===== config.mk =====
export PLATFORM = sky130hd
export DESIGN_NAME = mux_scan_ctrl
export DESIGN_NICKNAME = d
export VERILOG_FILES = /design/src/rtl/mux_scan_ctrl.sv
export SDC_FILE = /design/constraint.sdc
export NUM_CORES = 1
export LEC_CHECK = 0
export ABC_AREA = 1
export BUFFER_PORTS_ARGS = -buffer_cell sky130_fd_sc_hd__buf_2
export CAP_MARGIN = 5
export CORE_UTILIZATION = 45
export CTS_CLUSTER_SIZE = 40
export DETAILED_ROUTE_END_ITERATION = 6
export PLACE_DENSITY = 0.68
export SLEW_MARGIN = 40
export SYNTH_ARGS = -nofsm -noshare
export SYNTH_HDL_FRONTEND = slang
export SYNTH_SLANG_ARGS = --single-unit

===== constraint.sdc =====
create_clock -name clk -period 1.2 [get_ports clk]
set_input_delay 0 -clock clk [delete_from_list [all_inputs] [get_ports clk]]
set_output_delay 0 -clock clk [all_outputs]
set_load 0.01 [all_outputs]

===== src/rtl/mux_scan_ctrl.sv =====
// Select sequencer/sampler in front of a 4:1 mux: walks enabled channels, holds each
// for dwell+1 cycles, captures mux_out per channel. Continuous scanning via MUX_SCAN_CONT_EN.
module mux_scan_ctrl #(
    parameter int unsigned DWELL_W = 4
) (
    input  logic               clk,
    input  logic               rst_n,
    input  logic               start,
`ifdef MUX_SCAN_CONT_EN
    input  logic               cont,
`endif
    input  logic [DWELL_W-1:0] dwell,
    input  logic [3:0]         chan_mask,
    input  logic               mux_out,
    output logic               s0,
    output logic               s1,
    output logic               busy,
    output logic               done,
    output logic [3:0]         sample,
    output logic               sample_valid
);

    typedef enum logic [1:0] {IDLE, CH, DONE} state_t;

    state_t             state_q, state_d;
    logic [1:0]         ch_q, ch_d;
    logic [DWELL_W-1:0] cnt_q, cnt_d;
    logic [DWELL_W-1:0] dwell_q, dwell_d;
    logic [3:0]         mask_q, mask_d;
    logic [3:0]         sample_q, sample_d;
    logic               valid_q, valid_d;
    logic               busy_q, busy_d;
    logic               done_q, done_d;
    logic [2:0]         pick;

    // Lowest enabled channel at index >= lo; result is {found, index}.
    function automatic logic [2:0] find_ch(input logic [3:0] m, input logic [2:0] lo);
        logic [2:0] r;
        r = 3'b000;
        for (int i = 3; i >= 0; i--) begin
            if (m[i] && (3'(i) >= lo)) r = {1'b1, 2'(i)};
        end
        return r;
    endfunction

    always_comb begin
        state_d  = state_q;
        ch_d     = ch_q;
        cnt_d    = cnt_q;
        dwell_d  = dwell_q;
        mask_d   = mask_q;
        sample_d = sample_q;
        valid_d  = valid_q;
        busy_d   = 1'b0;
        done_d   = 1'b0;
        pick     = 3'b000;
        case (state_q)
            IDLE: begin
                if (start) begin
                    dwell_d  = dwell;
                    mask_d   = chan_mask;
                    sample_d = 4'b0000;
                    valid_d  = 1'b0;
                    pick     = find_ch(chan_mask, 3'd0);
                    if (pick[2]) begin
                        state_d = CH;
                        ch_d    = pick[1:0];
                        cnt_d   = dwell;
                        busy_d  = 1'b1;
                    end else begin
                        state_d = DONE;
                        done_d  = 1'b1;
                        valid_d = 1'b1;
                    end
                end
            end
            CH: begin
                busy_d = 1'b1;
                if (cnt_q != '0) begin
                    cnt_d = cnt_q - DWELL_W'(1);
                end else begin
                    sample_d[ch_q] = mux_out;
                    pick = find_ch(mask_q, 3'({1'b0, ch_q}) + 3'd1);
                    if (pick[2]) begin
                        ch_d  = pick[1:0];
                        cnt_d = dwell_q;
                    end else begin
                        state_d = DONE;
                        busy_d  = 1'b0;
                        done_d  = 1'b1;
                        valid_d = 1'b1;
                    end
                end
            end
            DONE: begin
                state_d = IDLE;
`ifdef MUX_SCAN_CONT_EN
                // Re-enter the scan without clearing the snapshot.
                if (cont) begin
                    pick = find_ch(mask_q, 3'd0);
                    if (pick[2]) begin
                        state_d = CH;
                        ch_d    = pick[1:0];
                        cnt_d   = dwell_q;
                        busy_d  = 1'b1;
                    end else begin
                        state_d = DONE;
                        done_d  = 1'b1;
                    end
                end
`endif
            end
            default: state_d = IDLE;
        endcase
    end

    always_ff @(posedge clk or negedge rst_n) begin
        if (!rst_n) begin
            state_q  <= IDLE;
            ch_q     <= 2'b00;
            cnt_q    <= '0;
            dwell_q  <= '0;
            mask_q   <= 4'b0000;
            sample_q <= 4'b0000;
            valid_q  <= 1'b0;
            busy_q   <= 1'b0;
            done_q   <= 1'b0;
        end else begin
            state_q  <= state_d;
            ch_q     <= ch_d;
            cnt_q    <= cnt_d;
            dwell_q  <= dwell_d;
            mask_q   <= mask_d;
            sample_q <= sample_d;
            valid_q  <= valid_d;
            busy_q   <= busy_d;
            done_q   <= done_d;
        end
    end

    assign s0           = ch_q[1];
    assign s1           = ch_q[0];
    assign busy         = busy_q;
    assign done         = done_q;
    assign sample       = sample_q;
    assign sample_valid = valid_q;

endmodule

==> impl_metrics.yaml <==
run_status:
  status: "finished, violations left"
  violations: "setup timing"
pwr:
  peakVddDrop_uv: 1890
  p_per_area_nw_per_um2: 2720
  leakagePower_nw: 0.9966
  finalPower_mw: 5.224
synthesis:
  synthesis.nets: 184
  seq_area_frac_synth_pct: 41.83
  synth_top_area_share_pct: 41.83
  ys.flop_type: "dfrtp_1"
  yosys-top-cells-count: "nand2_1, dfrtp_1, inv_1"
  synth_edf_count: 0
  netlist_instances: 171
  synth_area_um2: 1316
  yosysTopAreaCell: "dfrtp_1"
  synthTopCellsByArea: "dfrtp_1, nand2_1, inv_1"
  synth_cell_type_count: 27
  async_flop_share_pct: 100.0
  yosysMostFrequentCell: "nand2_1"
  yosysWarnings: 0
  ys_seq_elements: 22
  syn_avg_cell_area_um2: 7.697
cts:
  htree_levels: 1
  cts-buffers-inserted: 3
  cts.path.max_buffers: 2
  cts_sinks: 22
  clk_pin_slew_ps: 120
  root_buffer: "clkbuf_4"
  cts_tree: "built"
  clock_latency_ps: 310
die:
  ioPinCount: 21
  initial_core_util_pct: 47.73
  die_area_um2: 3146
  dieHeight_um: 56.09
  die_w_um: 56.09
  design.core.area_um2: 2758
  num_rows: 19
drt:
  first_pass_iters: 4
  via_per_inst: 4.977
  wl_per_cell_um: 12.95
  vias: 1289
  drtIter0Drc: 52
  route.antenna.remaining_nets: 0
  wl_um: 3354
  drc: 0
final_layout:
  syn2layout_area_growth_pct: 45.91
  nets: 243
  diodes: 0
  drive_above_1_share_pct: 45.61
  seqCellArea_um2: 555.5
  nFillCells: 210
  multiInputGateArea_um2: 795.8
worst_setup_path:
  crit_required_ps: 1420
  worst-setup-path-type: "flop to flop"
  cp.arrival_ps: 1490
  startpoint_type: "flop"
  critPathCaptureType: "flop"
  crit_fanout: 6
timing:
  max_freq_ghz: 0.7850
  finalCritPeriodShare_pct: 106.2
  hold_violations: 0
  finalSetupViolCount: 13
  slew_violations: 0
  relSlewSlack_pct: 67.02
  period_minus_slack_ps: 1274
  setup_ws_ps: -73.96
  worst-slew-pin-transition_ps: 494.7
  holdWs_ps: 68.49
  rsz0062_at_grt: "true"
  clock_skew_ps: 1.376
global_route:
  grt_pass1_vias: 1228
  grt_max_degree: 23
  antenna_found_initial: 0
  track_usage_pct: 21.88
  grt-ovfl-total: 0
  grt_pass1_wl_um: 5319
placed_design:
  io_buffers: 20
  globalplace.congestion: 0.8303
  dp_hpwl_um: 2181
min_path:
  min_path_type: "primary input to flop"
flow_run:
  maxCapViolations: 0
==> state kept, by name (all words and copies together) (netlist names) <==
register	flops
cnt_q	4
busy	1
sample_valid	1
mask_q	3
dwell_q	4
done	1
ch_q	2
state_q	2
sample	4
==> layout by cell type, fill, tap and decap left out, drive strengths merged <==
cell | Yosys | routed
a21oi | 2 | 2
nand2 | 71 | 71
nor2 | 18 | 18
nand3b | 2 | 2
nand4 | 6 | 6
clkinv | 2 | 1
dlygate4sd3 | 0 | 9
clkbuf | 0 | 3
o21a | 1 | 1
ha | 1 | 1
nand3 | 15 | 15
buf | 3 | 48
dfrtp | 22 | 22
inv | 17 | 18
o21ai | 11 | 11
==> per-stage QoR <==
stage | TNS, ps | std cells | utilization (%) | setup WS (ps) | cell area [um^2]
5_1_grt | -1480 | 259 | 69.65 | -158.3 | 1921
3_5_place_dp | -242.9 | 243 | 58.62 | -57.63 | 1617
6_report | -467.8 | 259 | 69.65 | -73.96 | 1921
4_1_cts | -143.9 | 256 | 65.06 | -29.57 | 1794
2_1_floorplan | 0 | 171 | - | 12.46 | 1329
3_3_place_gp | -114.0 | 243 | 58.62 | -35.05 | 1617
==> kinds of logic (layout without fill, tap and decap cells) <==
kind of cell             count (synthesis)  count (layout)  share of synthesized area [%]
AO/OA/AOI/OAI                           14              14                          6.084
adder cells (fa/ha/maj)                  1               1                         0.9504
buffers and inverters                   22              79                          8.078
flip-flops                              22              22                          41.83
AND/OR/NAND/NOR                        112             112                          43.06
==> layout make-up <==
| class | count | share of cell area, % |
|---|---|---|
| tap | 31 | 2.020 |
| inverter | 19 | 4.039 |
| sequential | 22 | 28.93 |
| multi-input combinational | 127 | 41.43 |
| clock buffer | 3 | 1.173 |
| timing repair buffer | 57 | 22.41 |
==> repair_timing <==
item / CTS / global route
endpoints found under the setup margin: 9 / 14
hold endpoints to repair: 30 / 0
hold buffers: 9 / 0
gates resized for setup: 16 / 32
setup buffers: 1 / 3
pin swaps: 5 / 8
==> path summary, 6_finish.rpt <==
| check | endpoint | depth (start not counted) | start | slack [ps] |
|---|---|---|---|---|
| setup / recovery | sample_valid$_DFFE_PN0P_ | 6 | state_q[1]$_DFFE_PN0P_ | -70 |
| hold / removal | ch_q[0]$_DFFE_PN0P_ | 6 | chan_mask[0] | 70 |
| setup reg to reg | sample_valid$_DFFE_PN0P_ | 6 | state_q[1]$_DFFE_PN0P_ | -70 |
| hold reg to reg | sample_valid$_DFFE_PN0P_ | 2 | sample_valid$_DFFE_PN0P_ | 480 |
| max in group asynchronous | state_q[0]$_DFFE_PN0P_ | 2 | rst_n | 670 |
| min in group asynchronous | sample[2]$_DFFE_PN0P_ | 2 | rst_n | 170 |
==> layer usage <==
metal / GRT usage [%] / up-vias / wire length (um)
li1: - / 657 / -
met1: 26.88 / 602 / 1478
met2: 37.59 / 24 / 1707
met3: 2.791 / 6 / 82
met4: 10.80 / 0 / 85
met5: 0 / - / 0
==> worst max-delay path, cell delays in order, from the launching register on <==
cell and delay, ps:
dfrtp_2 470, nor2_4 230, nand2_8 100, buf_12 140
buf_6 110, nand3_4 80, nand2_1 60
==> power by group <==
part | total [mW] | switching [mW] | internal (mW)
clock | 0.345 | 0.228 | 0.118
sequential | 1.35 | 0.275 | 1.08
combinational | 3.53 | 1.93 | 1.60
total | 5.22 | 2.43 | 2.79
No activity file was read; power rests on OpenSTA's default activity.
